$ cat src/rtl/divider_scheduler_if.sv
// Request/result/divider bundle for divider_scheduler; master is the scheduler's view,
// slave is the view of the channels and the shared divider.
interface divider_scheduler_if #(
   parameter int NUM_CH = 4
);
   logic [NUM_CH-1:0]    req;
   logic [NUM_CH*24-1:0] req_count;
   logic [NUM_CH*24-1:0] req_divisor;
   logic [NUM_CH-1:0]    req_ack;
   logic                 res_valid;
   logic [2:0]           res_ch;
   logic [7:0]           res_data;
   logic                 res_err;
   logic                 busy;
   logic                 div_sample_now;
   logic [23:0]          div_count;
   logic [23:0]          div_divisor;
   logic [7:0]           div_scaled_count;
   logic                 div_done;
   logic                 div_abort;

   modport master (
      input  req, req_count, req_divisor, div_scaled_count, div_done,
      output req_ack, res_valid, res_ch, res_data, res_err, busy,
             div_sample_now, div_count, div_divisor, div_abort
   );

   modport slave (
      output req, req_count, req_divisor, div_scaled_count, div_done,
      input  req_ack, res_valid, res_ch, res_data, res_err, busy,
             div_sample_now, div_count, div_divisor, div_abort
   );
endinterface

$ cat src/rtl/divider_scheduler.sv
// Round-robin arbiter sharing one sequential divider among NUM_CH channels.
// Define DIV_SCHED_TIMEOUT_EN to enable the WAIT watchdog and div_abort.
module divider_scheduler #(
   parameter int NUM_CH  = 4,
   parameter int TIMEOUT = 128
) (
   input logic                 clk,
   input logic                 rst,
   divider_scheduler_if.master bus
);
   typedef enum logic [2:0] {S_IDLE, S_ISSUE, S_WAIT, S_DELIVER, S_ERR} state_t;

   state_t            state_q, state_d;
   logic [2:0]        last_q;
   logic [2:0]        ch_q;
   logic [23:0]       count_q;
   logic [23:0]       divisor_q;
   logic [NUM_CH-1:0] req_ack_q;
   logic              res_valid_q;
   logic              res_err_q;
   logic [2:0]        res_ch_q;
   logic [7:0]        res_data_q;

   logic [7:0]        req_pad;
   logic [23:0]       cnt_ch [8];
   logic [23:0]       dvs_ch [8];
   logic              grant_valid;
   logic [2:0]        grant_ch;
   logic [2:0]        idx;
   logic              grant_fire;

   // Pad to eight lanes so a 3-bit channel index never selects outside the arrays.
   for (genvar gi = 0; gi < 8; gi++) begin : g_lane
      if (gi < NUM_CH) begin : g_used
         assign req_pad[gi] = bus.req[gi];
         assign cnt_ch[gi]  = bus.req_count[24*gi +: 24];
         assign dvs_ch[gi]  = bus.req_divisor[24*gi +: 24];
      end else begin : g_unused
         assign req_pad[gi] = 1'b0;
         assign cnt_ch[gi]  = 24'd0;
         assign dvs_ch[gi]  = 24'd0;
      end
   end

   always_comb begin
      grant_valid = 1'b0;
      grant_ch    = '0;
      idx         = '0;
      for (int k = 1; k <= NUM_CH; k++) begin
         idx = 3'((int'(last_q) + k) % NUM_CH);
         if (!grant_valid && req_pad[idx]) begin
            grant_valid = 1'b1;
            grant_ch    = idx;
         end
      end
   end

   assign grant_fire = (state_q == S_IDLE) && grant_valid;

`ifdef DIV_SCHED_TIMEOUT_EN
   localparam int TW = $clog2(TIMEOUT + 1);
   logic [TW-1:0] timer_q;
   logic          timeout_hit;
   logic          div_abort_q;
`endif

   always_comb begin
      state_d = state_q;
`ifdef DIV_SCHED_TIMEOUT_EN
      timeout_hit = 1'b0;
`endif
      case (state_q)
         S_IDLE: begin
            if (grant_valid) begin
               state_d = (dvs_ch[grant_ch] == 24'd0) ? S_ERR : S_ISSUE;
            end
         end
         S_ISSUE: state_d = S_WAIT;
         S_WAIT: begin
            // A completion in the same cycle as the watchdog expiry takes priority.
            if (bus.div_done) begin
               state_d = S_DELIVER;
            end
`ifdef DIV_SCHED_TIMEOUT_EN
            else if (timer_q == TW'(TIMEOUT - 1)) begin
               timeout_hit = 1'b1;
               state_d     = S_ERR;
            end
`endif
         end
         S_DELIVER: state_d = S_IDLE;
         S_ERR:     state_d = S_IDLE;
         default:   state_d = S_IDLE;
      endcase
   end

   always_ff @(posedge clk) begin
      if (rst) begin
         state_q     <= S_IDLE;
         last_q      <= 3'(NUM_CH - 1);
         ch_q        <= '0;
         count_q     <= '0;
         divisor_q   <= '0;
         req_ack_q   <= '0;
         res_valid_q <= 1'b0;
         res_err_q   <= 1'b0;
         res_ch_q    <= '0;
         res_data_q  <= '0;
      end else begin
         state_q     <= state_d;
         req_ack_q   <= '0;
         res_valid_q <= 1'b0;
         res_err_q   <= 1'b0;
         res_ch_q    <= '0;
         res_data_q  <= '0;
         if (grant_fire) begin
            req_ack_q <= NUM_CH'(1) << grant_ch;
            last_q    <= grant_ch;
            ch_q      <= grant_ch;
            count_q   <= cnt_ch[grant_ch];
            divisor_q <= dvs_ch[grant_ch];
         end
         // Normal results appear with DELIVER; error results one cycle after ERR.
         if (state_q == S_WAIT && bus.div_done) begin
            res_valid_q <= 1'b1;
            res_ch_q    <= ch_q;
            res_data_q  <= bus.div_scaled_count;
         end
         if (state_q == S_ERR) begin
            res_valid_q <= 1'b1;
            res_err_q   <= 1'b1;
            res_ch_q    <= ch_q;
            res_data_q  <= 8'hFF;
         end
      end
   end

`ifdef DIV_SCHED_TIMEOUT_EN
   always_ff @(posedge clk) begin
      if (rst) begin
         timer_q     <= '0;
         div_abort_q <= 1'b0;
      end else begin
         div_abort_q <= timeout_hit;
         if (state_q == S_ISSUE) begin
            timer_q <= '0;
         end else if (state_q == S_WAIT) begin
            timer_q <= timer_q + 1'b1;
         end
      end
   end
   assign bus.div_abort = div_abort_q;
`else
   assign bus.div_abort = 1'b0;
`endif

   assign bus.req_ack        = req_ack_q;
   assign bus.res_valid      = res_valid_q;
   assign bus.res_err        = res_err_q;
   assign bus.res_ch         = res_ch_q;
   assign bus.res_data       = res_data_q;
   assign bus.busy           = (state_q != S_IDLE);
   assign bus.div_sample_now = (state_q == S_ISSUE);
   assign bus.div_count      = count_q;
   assign bus.div_divisor    = divisor_q;
endmodule

$ cat src/flat_wrapper.sv
// flat-port wrapper written by rule: the top's interface ports become plain ports
module divider_scheduler_flat 
#(
   parameter int NUM_CH  = 4,
   parameter int TIMEOUT = 128
)
  (clk, rst, bus_req, bus_req_count, bus_req_divisor, bus_div_scaled_count, bus_div_done, bus_req_ack, bus_res_valid, bus_res_ch, bus_res_data, bus_res_err, bus_busy, bus_div_sample_now, bus_div_count, bus_div_divisor, bus_div_abort);
  divider_scheduler_if #(.NUM_CH(NUM_CH)) bus_i ();
  input logic clk;
  input logic rst;
  input wire logic [$bits(bus_i.req)-1:0] bus_req;
  input wire logic [$bits(bus_i.req_count)-1:0] bus_req_count;
  input wire logic [$bits(bus_i.req_divisor)-1:0] bus_req_divisor;
  input wire logic [$bits(bus_i.div_scaled_count)-1:0] bus_div_scaled_count;
  input wire logic [$bits(bus_i.div_done)-1:0] bus_div_done;
  output wire logic [$bits(bus_i.req_ack)-1:0] bus_req_ack;
  output wire logic [$bits(bus_i.res_valid)-1:0] bus_res_valid;
  output wire logic [$bits(bus_i.res_ch)-1:0] bus_res_ch;
  output wire logic [$bits(bus_i.res_data)-1:0] bus_res_data;
  output wire logic [$bits(bus_i.res_err)-1:0] bus_res_err;
  output wire logic [$bits(bus_i.busy)-1:0] bus_busy;
  output wire logic [$bits(bus_i.div_sample_now)-1:0] bus_div_sample_now;
  output wire logic [$bits(bus_i.div_count)-1:0] bus_div_count;
  output wire logic [$bits(bus_i.div_divisor)-1:0] bus_div_divisor;
  output wire logic [$bits(bus_i.div_abort)-1:0] bus_div_abort;
  assign bus_i.req = bus_req;
  assign bus_i.req_count = bus_req_count;
  assign bus_i.req_divisor = bus_req_divisor;
  assign bus_i.div_scaled_count = bus_div_scaled_count;
  assign bus_i.div_done = bus_div_done;
  assign bus_req_ack = bus_i.req_ack;
  assign bus_res_valid = bus_i.res_valid;
  assign bus_res_ch = bus_i.res_ch;
  assign bus_res_data = bus_i.res_data;
  assign bus_res_err = bus_i.res_err;
  assign bus_busy = bus_i.busy;
  assign bus_div_sample_now = bus_i.div_sample_now;
  assign bus_div_count = bus_i.div_count;
  assign bus_div_divisor = bus_i.div_divisor;
  assign bus_div_abort = bus_i.div_abort;
  divider_scheduler #(.NUM_CH(NUM_CH), .TIMEOUT(TIMEOUT)) u_core (.clk(clk), .rst(rst), .bus(bus_i));
endmodule
$ cat config.mk
export PLATFORM = sky130hd
export DESIGN_NAME = divider_scheduler_flat
export DESIGN_NICKNAME = d
export VERILOG_FILES = /design/src/rtl/divider_scheduler_if.sv /design/src/rtl/divider_scheduler.sv /design/src/flat_wrapper.sv
export SDC_FILE = /design/constraint.sdc
export NUM_CORES = 1
export LEC_CHECK = 0
export CELL_PAD_IN_SITES_DETAIL_PLACEMENT = 0
export CELL_PAD_IN_SITES_GLOBAL_PLACEMENT = 2
export CORE_MARGIN = 2
export CORE_UTILIZATION = 20
export CTS_CLUSTER_DIAMETER = 200
export DETAILED_ROUTE_END_ITERATION = 7
export GPL_ROUTABILITY_DRIVEN = 0
export GPL_TIMING_DRIVEN = 0
export PLACE_DENSITY_LB_ADDON = 0.15
export SLEW_MARGIN = 25
export SYNTH_ARGS = -nofsm -noshare
export SYNTH_HDL_FRONTEND = slang
export SYNTH_SLANG_ARGS = --single-unit
$ cat constraint.sdc
create_clock -name clk -period 4.1 [get_ports clk]
set_input_delay 0.41 -clock clk [delete_from_list [all_inputs] [get_ports clk]]
set_output_delay 0.41 -clock clk [all_outputs]
set_load 0.05 [all_outputs]
==> results.json <==
{
  "status": "complete, no violations",
  "drtPass1Iterations": 4,
  "cellPowerDensity_nw_per_um2": 619,
  "path_buf_inv": 4,
  "cts_setup_buffers": 0,
  "holdPathStages": 2,
  "hp-start": "u_core.bus.div_count[12]$_SDFFE_PP0P_",
  "synth_area_um2": 4480,
  "hold_viol_final": 0,
  "p_switching_mw": 2.47,
  "cpMaxStageDelayCell": "clkdlybuf4s50_1",
  "path_cells": "clkdlybuf4s50_1, nor2b_1, clkbuf_1, o21ai_1, nand3_1, clkbuf_1, buf_1, nand3_1, nand3_1, a21oi_1",
  "fin_ws_ps": 733,
  "ios": 275,
  "rsz0062_at_grt": "false",
  "irDropWorstVdd_mv": 0.240,
  "die-area_um2": 23600,
  "cts_tree": "yes",
  "fin_skew_ps": 13.5,
  "async_reset_ff_share_pct": 0,
  "worst-setup-path-type": "primary input to flop",
  "path_clk_slew_ps": 70,
  "grt_max_degree": 14,
  "area_growth_pct": 75.9,
  "dp.cells": 1229,
  "cp_max_fo": 10,
  "fmax_ghz": 0.297,
  "cts_buffers": 9,
  "end_kind": "flop",
  "ff2ff_path_depth": 8,
  "required_ps": 4320,
  "slew_violations": 0,
  "synth_area_leader_cell": "dfxtp_1",
  "die_h_um": 154,
  "clkPwrFrac_pct": 16.7,
  "final_cells": 1245,
  "cts.repair.resized": 0,
  "ant_nets": 0,
  "drt_iter0_markers": 219,
  "drive_gt1_share_pct": 3.21,
  "grtUsageTotal_pct": 18.4,
  "r2r_start": "u_core.last_q[1]$_SDFFE_PP1P_",
  "final_cell_area_um2": 7880,
  "post-route-min-period_ps": 3370,
  "whs_endpoint": "u_core.bus.div_count[12]$_SDFFE_PP0P_",
  "start_util_pct": 20.5,
  "n_antenna_cell": 0,
  "numPortBuffers": 272,
  "grt_pass1_vias": 5834,
  "nNetsFinal": 1167,
  "synth_area_leaders": "dfxtp_1 (32%), nand2_1 (18%), nand3_1 (14%)",
  "synth_top_area_share_pct": 31.7,
  "wl_per_cell_um": 18.0,
  "root_buffer": "clkbuf_16",
  "yosys_register_bits": 71,
  "ys_seq_area_share_pct": 31.7,
  "clockBufferDepth": 2,
  "insertion_delay_ps": 340,
  "synth_edf_count": 0,
  "cpPeakStageDelay_ps": 600,
  "nFillCells": 2432,
  "vias_per_cell": 4.65,
  "row_count": 54,
  "worstMarginPinSlew_ps": 739,
  "post_dp_cell_area_um2": 7580,
  "pre_cts_slack_ps": 367,
  "grt_overflow": 0,
  "vias": 5791,
  "core_um2": 21900,
  "cp-start-kind": "primary input",
  "die_x_um": 154,
  "yosysWarnings": 0,
  "antenna_found_initial": 1,
  "critPathArrivalTime_ps": 3580,
  "syn-mean-instance-area_um2": 6.64,
  "ys.flop_type": "dfxtp_1",
  "grt_pass1_wl_mm": 33.8,
  "p_leak_nw": 2.99,
  "ff2ff_setup_slack_ps": 870,
  "cts_sinks": 71,
  "setup_tns_ps": 0,
  "seqPwrFrac_pct": 21.3,
  "max_cap_viol_count": 0,
  "htreeDepth": 3,
  "drc": 0,
  "crit_top_cell": "nand3_1",
  "switching_share_pct": 50.6,
  "hold_class": "flop to flop",
  "crit_family": "buffers and inverters",
  "synthCells": 674,
  "combPwrFrac_pct": 62.0,
  "r2r_end": "u_core.bus.div_count[5]$_SDFFE_PP0P_",
  "place_hpwl_mm": 17.8,
  "min_period_over_period_pct": 82.1,
  "synthDistinctLibCells": 44,
  "p_int_mw": 2.41,
  "cts_hold_buf": 0,
  "drt_wl_total_mm": 22.4,
  "slew_headroom_pct": 50.7,
  "finalSetupViolCount": 0
}
## per-stage QoR
stage	power, mW	util (%)	hold slack [ps]
2_1_floorplan	2.93	-	438
3_3_place_gp	4.12	34.5	441
3_5_place_dp	4.11	34.6	446
4_1_cts	4.95	36.0	455
5_1_grt	5.22	36.0	475
6_report	4.87	36.0	452
## worst max-delay path by stage
stage	start	to	slack [ps]	cells after the start
after floorplan	bus_req[1]	u_core.state_q[0]$_SDFFE_PP0P_	1800	7
after global placement	bus_req[3]	u_core.bus.div_count[10]$_SDFFE_PP0P_	280	10
after detailed placement	bus_req[3]	u_core.bus.div_count[14]$_SDFFE_PP0P_	370	10
after CTS	bus_req[3]	u_core.bus.div_count[10]$_SDFFE_PP0P_	720	10
after global routing	bus_req[3]	u_core.bus.div_count[14]$_SDFFE_PP0P_	470	10
final	bus_req[3]	u_core.bus.div_count[10]$_SDFFE_PP0P_	730	10
## state kept, by name, summed over array words and instances (netlist names)
signal	flops
u_core.bus.res_valid	1
u_core.ch_q	2
u_core.state_q	3
u_core.bus.div_count	24
u_core.bus.div_divisor	24
u_core.bus.res_data	8
u_core.bus.req_ack	4
u_core.bus.res_err	1
u_core.last_q	2
u_core.bus.res_ch	2
## area by class of cell
class | count | area (µm²) | share of cell area [%]
repair buffers | 274 | 2730 | 34.7
clock inverters | 6 | 68.8 | 0.874
inverters | 1 | 3.75 | 0.0477
flip-flops and latches | 71 | 1420 | 18.0
plain buffers | 61 | 248 | 3.15
well taps | 280 | 350 | 4.45
clock buffers | 10 | 229 | 2.91
multi-input cells | 542 | 2820 | 35.8
## cells in the final DEF, fill, tap and decap left out, types with 2 or more instances in the layout
master / n
clkdlybuf4s50_1: 272
nand2_1: 214
nand3_1: 123
dfxtp_1: 71
a21oi_1: 52
clkbuf_1: 47
nor4_1: 16
nor2_1: 12
a21o_1: 11
o21a_1: 11
o211ai_1: 11
nor3b_1: 10
nor4bb_1: 10
buf_1: 9
a311oi_1: 9
clkbuf_16: 9
a32oi_1: 6
mux2i_1: 6
buf_2: 5
nor3_1: 5
nor2b_1: 4
o21ai_0: 4
and3_1: 4
a2111oi_0: 4
nand4_1: 4
nand2b_1: 3
or3_1: 2
o21ai_1: 2
mux2_4: 2
a2111oi_1: 2
buf_4: 2
conb_1: 2
inv_6: 2
## power groups by stage
stage          Sequential (mW)  Clock [mW]  Combinational [mW]
6_report                  1.04       0.814                3.02
5_1_grt                   1.07       0.864                3.29
4_1_cts                   1.04       0.838                3.07
3_5_place_dp              1.05           0                3.06
3_3_place_gp              1.04           0                3.08
2_1_floorplan             1.69           0                1.24
## worst reg2reg max path: cells and delay by family (launching register included)
kind | cells | cell delay, ps
buf+inv | 3 | 1550
simple gates | 3 | 810
flops | 1 | 500
compound gates | 2 | 240
## layer usage
metal  up-vias  share of wire (%)  GRT usage [%]  wire [µm]
met4         0                1.7           5.24        380
met5         -                  0              0          0
met2       183                 48           32.1      10800
met3        18                7.1           4.96       1580
li1       2953                  -              -          -
met1      2637                 43           22.3       9630
## cells by family (layout without fill, tap and decap cells)
logic type	Yosys count	after routing	synth area share, %
and+or+nand+nor	413	413	42.9
DFF	71	71	31.7
other	1	2	0.0837
AOI/OAI and AO/OA	117	117	17.2
buffers and inverters	62	352	5.62
muxes	9	9	2.26
xor gates and xnor gates	1	1	0.196
## synth_stat cells, drive strengths merged, types with 4 or more instances
library cell  number
a2111oi            6
and3               4
nor2b              4
a21o              11
a21oi             52
nand2            214
nand4              4
o21a              11
nor4              17
nand3            123
nor4bb            10
dfxtp             71
a311oi             9
nor3               6
buf               15
nor2              12
a32oi              6
nor3b             10
o211ai            11
o21ai              6
clkbuf            46
mux2i              6
Note: power is estimated with default switching activity, not from simulation.
